$ cat src/rtl/rv_instr_encoder.sv
// RV32I instruction encoder: packs I/S/B/U/J fields and expands LI into ADDI or LUI+ADDI.
// Define IMMENC_RANGE_CHK_EN to flag immediates that do not fit their format via out_err.
module rv_instr_encoder #(
  parameter logic [31:0] NOP_WORD = 32'h0000_0013
) (
  input  logic        clk,
  input  logic        rst_n,
  input  logic        in_valid,
  output logic        in_ready,
  input  logic [2:0]  in_fmt,
  input  logic [6:0]  in_opcode,
  input  logic [4:0]  in_rd,
  input  logic [4:0]  in_rs1,
  input  logic [4:0]  in_rs2,
  input  logic [2:0]  in_funct3,
  input  logic [31:0] in_imm,
  output logic        out_valid,
  input  logic        out_ready,
  output logic [31:0] out_instr,
  output logic        out_last,
  output logic        out_err
);

  localparam logic [0:0] StIdle = 1'b0;
  localparam logic [0:0] StLi2  = 1'b1;

  localparam logic [2:0] FmtI  = 3'd0;
  localparam logic [2:0] FmtS  = 3'd1;
  localparam logic [2:0] FmtB  = 3'd2;
  localparam logic [2:0] FmtU  = 3'd3;
  localparam logic [2:0] FmtJ  = 3'd4;
  localparam logic [2:0] FmtLi = 3'd5;

  localparam logic [6:0] OpImm = 7'b0010011;
  localparam logic [6:0] OpLui = 7'b0110111;

  logic [0:0]  state_q, state_d;
  logic        out_valid_q, out_valid_d;
  logic [31:0] out_instr_q, out_instr_d;
  logic        out_last_q, out_last_d;
  logic        out_err_q, out_err_d;
  logic [31:0] addi_q, addi_d;

  logic        accept, out_hs;
  logic [31:0] enc_instr;
  logic        enc_last, enc_err, enc_two;
  logic        fit12;
  logic [19:0] li_hi;
  logic [31:0] li_addi;

  assign in_ready = (state_q == StIdle) & (~out_valid_q | out_ready);
  assign accept   = in_valid & in_ready;
  assign out_hs   = out_valid_q & out_ready;

  // imm[31:11] all equal: value fits a sign-extended 12-bit immediate.
  assign fit12   = (&in_imm[31:11]) | ~(|in_imm[31:11]);
  // ADDI sign-extends its immediate, so LUI pre-compensates with imm[11].
  assign li_hi   = in_imm[31:12] + {19'd0, in_imm[11]};
  assign li_addi = {in_imm[11:0], in_rd, 3'b000, in_rd, OpImm};

`ifdef IMMENC_RANGE_CHK_EN
  logic fit13, fit21;
  assign fit13 = (&in_imm[31:12]) | ~(|in_imm[31:12]);
  assign fit21 = (&in_imm[31:20]) | ~(|in_imm[31:20]);
`endif

  always_comb begin
    enc_instr = NOP_WORD;
    enc_last  = 1'b1;
    enc_err   = 1'b0;
    enc_two   = 1'b0;
    case (in_fmt)
      FmtI: begin
        enc_instr = {in_imm[11:0], in_rs1, in_funct3, in_rd, in_opcode};
`ifdef IMMENC_RANGE_CHK_EN
        enc_err = ~fit12;
`endif
      end
      FmtS: begin
        enc_instr = {in_imm[11:5], in_rs2, in_rs1, in_funct3, in_imm[4:0], in_opcode};
`ifdef IMMENC_RANGE_CHK_EN
        enc_err = ~fit12;
`endif
      end
      FmtB: begin
        enc_instr = {in_imm[12], in_imm[10:5], in_rs2, in_rs1, in_funct3, in_imm[4:1],
                     in_imm[11], in_opcode};
`ifdef IMMENC_RANGE_CHK_EN
        enc_err = ~fit13 | in_imm[0];
`endif
      end
      FmtU: begin
        enc_instr = {in_imm[31:12], in_rd, in_opcode};
`ifdef IMMENC_RANGE_CHK_EN
        enc_err = |in_imm[11:0];
`endif
      end
      FmtJ: begin
        enc_instr = {in_imm[20], in_imm[10:1], in_imm[11], in_imm[19:12], in_rd, in_opcode};
`ifdef IMMENC_RANGE_CHK_EN
        enc_err = ~fit21 | in_imm[0];
`endif
      end
      FmtLi: begin
        if (fit12) begin
          enc_instr = {in_imm[11:0], 5'd0, 3'b000, in_rd, OpImm};
        end else begin
          enc_instr = {li_hi, in_rd, OpLui};
          enc_last  = 1'b0;
          enc_two   = 1'b1;
        end
      end
      default: enc_err = 1'b1;
    endcase
  end

  always_comb begin
    state_d     = state_q;
    out_valid_d = out_valid_q;
    out_instr_d = out_instr_q;
    out_last_d  = out_last_q;
    out_err_d   = out_err_q;
    addi_d      = addi_q;
    if (accept) begin
      out_valid_d = 1'b1;
      out_instr_d = enc_instr;
      out_last_d  = enc_last;
      out_err_d   = enc_err;
      if (enc_two) begin
        state_d = StLi2;
        addi_d  = li_addi;
      end
    end else if (out_hs) begin
      if (state_q == StLi2) begin
        out_instr_d = addi_q;
        out_last_d  = 1'b1;
        out_err_d   = 1'b0;
        state_d     = StIdle;
      end else begin
        out_valid_d = 1'b0;
      end
    end
  end

  always_ff @(posedge clk or negedge rst_n) begin
    if (!rst_n) begin
      state_q     <= StIdle;
      out_valid_q <= 1'b0;
      out_instr_q <= 32'd0;
      out_last_q  <= 1'b0;
      out_err_q   <= 1'b0;
      addi_q      <= 32'd0;
    end else begin
      state_q     <= state_d;
      out_valid_q <= out_valid_d;
      out_instr_q <= out_instr_d;
      out_last_q  <= out_last_d;
      out_err_q   <= out_err_d;
      addi_q      <= addi_d;
    end
  end

  assign out_valid = out_valid_q;
  assign out_instr = out_instr_q;
  assign out_last  = out_last_q;
  assign out_err   = out_err_q;

endmodule

$ cat config.mk
export PLATFORM = sky130hd
export DESIGN_NAME = rv_instr_encoder
export DESIGN_NICKNAME = d
export VERILOG_FILES = /design/src/rtl/rv_instr_encoder.sv
export SDC_FILE = /design/constraint.sdc
export NUM_CORES = 1
export LEC_CHECK = 0
export ABC_CLOCK_PERIOD_IN_PS = 2800
export CELL_PAD_IN_SITES_DETAIL_PLACEMENT = 0
export CELL_PAD_IN_SITES_GLOBAL_PLACEMENT = 1
export CORE_MARGIN = 2
export CORE_UTILIZATION = 35
export CTS_BUF_LIST = sky130_fd_sc_hd__clkbuf_16
export DETAILED_ROUTE_END_ITERATION = 10
export PLACE_DENSITY = 0.87
export SYNTH_ARGS = -nofsm -noshare
export SYNTH_HDL_FRONTEND = slang
export SYNTH_SLANG_ARGS = --single-unit
$ cat constraint.sdc
create_clock -name clk -period 2.8 [get_ports clk]
set_clock_uncertainty 0.1 [all_clocks]
set_input_delay 0.28 -clock clk [delete_from_list [all_inputs] [get_ports clk]]
set_output_delay 0.28 -clock clk [all_outputs]
set_load 0.05 [all_outputs]
# --- Word-level counts from Yosys, hierarchy flattened ---
# Cells that the tools add are included.
totals:
  register_bits: 61
  inputBits: 64
  output_inout_bits: 36
op_classes:
  n_reduce_logical: 10
  n_bitwise: 8
  n_eq_ne: 7
  muxes: 22
  add_sub_neg: 1
op_table:
  columns: ["op", "count"]
  rows:
  - ["one-hot mux 32 bit (6 select lines)", 1]
  - ["2-to-1 mux 32 bit", 4]
  - ["AND reduction 21 bit", 1]
  - ["OR reduction 21 bit", 1]
  - ["adder 20 x 1 -> 20 bit", 1]
  - ["2-to-1 mux 1 bit", 17]
  - ["AND reduction 2 bit", 4]
  - ["equality test 3 x 2 -> 1 bit, second input constant", 2]
  - ["equality test 3 bit, second input constant", 2]
  - ["OR reduction 6 bit", 1]
  - ["!= test 2 x 1 -> 1 bit, second input constant", 2]
  - ["nonzero test 2 bit", 2]
  - ["bitwise AND 1 bit", 3]
  - ["equality test 3 x 1 -> 1 bit, second input constant", 1]
  - ["logical NOT 3 bit", 1]
  - ["NOT 1 bit", 3]
  - ["OR 1 bit", 2]

# --- Longest topological paths before layout ---
depth:
  depth_word: 7
  mapped_depth: 9
  depth_no_buf: 7

# --- Worst setup path before layout ---
# Ideal clock, no wire load.
synth_path:
  kind: "in2reg"
  from: "input in_imm[11]"
  to: "register addi_q[20]"
  setup_time_ps: 127
  slack_ps: 515
  arrival_time_ps: 2057
  path_stages: 9
  cell_sequence: "ha_1 nand4_2 or4_1 buf_2 o22a_1 buf_6 nand2_1 buf_6 mux2_1"
synth_between:
  elab_chain_len: 6
  elab_cells_between_ends: 7
  classes_between: "2 x mux; 2 x bitwise; 3 x reduce/logical"
synth_lines:
  columns: ["element", "line_no", "rtl"]
  rows:
  - ["start: declaration", "16", "input logic [31:0] in_imm,"]
  - ["OR reduction 21 bit", "56", "assign fit12 = (&in_imm[31:11]) | ~(|in_imm[31:11]);"]
  - ["NOT 1 bit", "56", null]
  - ["OR 1 bit *", "56", null]
  - ["2-to-1 mux 1 bit *", "105", "if (fit12) begin"]
  - ["2-to-1 mux 1 bit *", "72", "case (in_fmt)"]
  - ["AND reduction 2 bit (no line) *", null, null]
  - ["end signal: assignment", "159", "addi_q <= addi_d;"]
  - ["end: declaration", "42", "logic [31:0] addi_q, addi_d;"]
# Every way passes the cells marked *; elsewhere a longest branch is shown, timed or not.
# A chain may end at the register's enable or synchronous reset.

# --- Final worst setup path ---
layout_path:
  from: "input in_imm[11]"
  to: "register addi_q[19]"
# The elaborated chain is that of the path after synthesis.

==> key figures <==
Floorplanning
  • Initial core utilization: roughly 36%
  • Core area: just under 10000 um2
  • Die Width: ~100 um
  • Chip Height: around 100 um
  • Rows: 36
  • I/O Pins: 100
  • Die area: roughly 11000 um2

Finish
  • Commonest non-fill, non-tap cell in the layout: clkdlybuf4s50_1
  • Ant. Diodes: 0
  • Layout cells sized above 1: between 10% and 20%
  • Fillcell total: 894
  • Most frequent cells in the layout: clkdlybuf4s50_1 (98), dfrtp_1 (54), buf_4 (42)
  • Area grow syn2layout: 42.97%
  • Final #Nets: 562

Min path
  • Worst Hold Class: in -> async

STA
  • Unrepaired setup endpoints after global routing: false
  • Setup violations, final: 0
  • Tmin final: around 2600 ps
  • Final period util: about nine tenths
  • Final hold violations: 0
  • Total Neg Setup Slack: 0 ps
  • Max Freq: a little under 0.4 GHz
  • Measured slew at the worst slew-check pin: just under 800 ps
  • Fin. max-slew vios: 0
  • PnR worst setup slack: approximately 230 ps
  • Slew margin rel.: 47.18%

Clock network
  • Clock Tree Buf Depth: 2
  • Clk root buf: clkbuf_16
  • Clock transition at path regs: ~70 ps
  • CTS sink cnt: 54
  • Post-cts sizing count: 0
  • Num CTS Buffers: 5
  • CTS tree: built
  • Setup bufs post-CTS: 0
  • CTS Hold Buffers Added: 0
  • H-Tree Level Count: 2
  • Skew-Pair Late Insertion Delay: between 200 and 300 ps

Placed design
  • Setup WS pre-CTS: -32.36 ps
  • # port buffers: 99
  • Routability cong.: about 0.88
  • Dpl hpwl: 9.168 mm

Global routing
  • GR Util met2: a little over a third
  • Total GRT Usage: 22.37%
  • First-pass GRT wire length: approximately 19 mm
  • Busiest metal layer after global routing: met2
  • Pin count of the biggest net entering global routing: between 50 and 60
  • GR Overflow Total: 0
  • Initial antenna violation count: 0
  • Vias in the first global route: 3706
  • Met3 GRT Util: between 5 and 6%
  • GR Util met1: ~29%

Setup path
  • Delay-heaviest family, CP: simple AND/OR/NAND/NOR gates
  • Crit-path cells: clkdlybuf4s50_1, buf_4, inv_1, ha_1, nor4b_1, nand3_1, o22ai_2, nor2_1, mux2_2
  • Worst EP required: ~2900 ps
  • Worst path buffer plus inverter count: 3
  • Setup crit end kind: flip-flop
  • Highest-delay cell along the critical path: nor2_1
  • CP Max Fanout: 7
  • WP data arrival: ~2700 ps
  • Worst stage delay on the critical path: between 600 and 700 ps
  • Crit path from: in_imm[11]
  • Worst setup SP type: input pin
  • Setup CP Type: in -> reg
  • R2R Path Start: state_q

Yosys
  • Flops & latches, synth: between 50 and 60
  • Synth Area in Adders: ~1.1%
  • Post-Synth Simple-Gate Area: between 15 and 20%
  • Compound-Gate Fraction of Synth Area: about 27%
  • Post-Synth XOR/XNOR Area: around 3.3%
  • Total nets after synthesis: 441
  • Main combinational cell family by area after synthesis: compound AO/OA/AOI/OAI gates
  • Seq/Total Area, Yosys: around two fifths
  • Main synth FF type: dfrtp_1
  • Mux cell area share after synthesis: under 10%
  • Post-Syn Instances: roughly 370
  • Cell variety after synth: 60
  • Syn avg cell area: 9.274 um2
  • Async SR Flop Fraction: 100.0%
  • Post-synth EDFFs: 0
  • Netlist Area Pre-Place: approximately 3500 um2
  • Yosys warns: 0

Flow run
  • Max Cap Viol: 0

Status
  • Status: finished, final reports clean

Drt
  • Via-per-instance ratio: between 5 and 6
  • DR WL/cell: around 19 um
  • # DRC: 0
  • Router iterations before antenna repair: 4
  • Vias: ~3600
  • Post-DRT Antenna Nets: 0
  • DR iter-0 viols: just under 200
  • Final WL: 11.92 mm

Power and ir drop
  • Power per standard cell area: 343.1 nW/um2
  • Worst vdd ir: 0.2027 mV
  • Pleak: between 2 and 2.5 nW
## metrics by stage
stage	power, mW	utilization (%)	hold WS [ps]	cell area [um2]	instances
floorplan	0.9008	-	-115.6	3468	374
global placement	1.089	49.70	358.5	4813	621
detailed placement	1.092	49.70	357.9	4813	621
CTS	1.717	51.20	43.56	4959	629
global route	1.765	51.20	96.15	4959	629
finish	1.701	51.20	9.144	4959	629
## cells by family (layout without fill, tap and decap cells)
kind of cell,Yosys count,in the layout
AO/OA/AOI/OAI,130,130
AND/OR/NAND/NOR,113,113
flip-flops,54,54
buffers and inverters,34,156
multiplexers,27,27
XOR/XNOR,13,13
adder cells (fa/ha/maj),3,3
## per-layer routing
metal / wire length [um] / vias to the layer above
li1: - / 1691
met1: 5115 / 1757
met2: 5631 / 173
met3: 963 / 18
met4: 212 / 0
met5: 0 / -
## cell usage after synthesis, drive strengths merged, types with 2 or more instances
master / instances / area share [%]
a21oi: 8 / 1.2
a221o: 3 / 0.87
a221oi: 7 / 1.8
a22oi: 26 / 5.6
a2bb2oi: 5 / 1.3
a31oi: 2 / 0.36
a32o: 2 / 0.58
a32oi: 5 / 1.3
and2: 3 / 0.54
and3: 5 / 0.90
buf: 9 / 1.6
clkbuf: 18 / 1.9
dfrtp: 54 / 39
ha: 3 / 1.1
inv: 7 / 0.76
mux2: 21 / 6.8
mux2i: 6 / 1.7
nand2: 37 / 4.0
nand2b: 2 / 0.36
nand3: 17 / 2.6
nand4: 5 / 1.1
nor2: 16 / 1.7
nor2b: 2 / 0.36
nor3: 6 / 0.87
nor4: 7 / 1.3
o211ai: 8 / 1.7
o21a: 4 / 0.87
o21ai: 29 / 4.2
o221ai: 9 / 2.3
o22ai: 5 / 1.1
o2bb2ai: 5 / 1.3
o31a: 2 / 0.51
o32a: 2 / 0.58
or2: 2 / 0.36
or3: 3 / 0.54
or4: 2 / 0.43
xnor2: 8 / 2.0
xor2: 5 / 1.3
## final timing paths
| kind | slack, ps | endpoint | cells past startpoint |
|---|---|---|---|
| setup / recovery | 230 | addi_q[19] | 9 |
| hold / removal | 9 | out_instr[27] | 2 |
| setup reg to reg | 660 | addi_q[19] | 5 |
| hold reg to reg | 380 | out_instr[8] | 2 |
| max in group asynchronous | 2110 | out_instr[20] | 2 |
| min in group clk | 380 | out_instr[8] | 2 |
## power by group
part,internal (mW),switching (mW)
registers,0.781,0.00128
clock network,0.332,0.291
logic,0.149,0.147
## cell type report
class,count,area (um2),area share (%)
sequential,54,1351,27.25
tap,133,166.4,3.356
clock inverter,3,20.02,0.4037
timing repair buffer,141,1301,26.24
inverter,7,26.28,0.5299
clock buffer,5,125.1,2.523
multi-input combinational,286,1968,39.69
## sequential cells by signal (all words and copies together) (netlist names)
name       cells
out_instr     32
out_valid      1
addi_q        18
out_err        1
out_last       1
state_q        1
(Power assumes the default switching activity.)
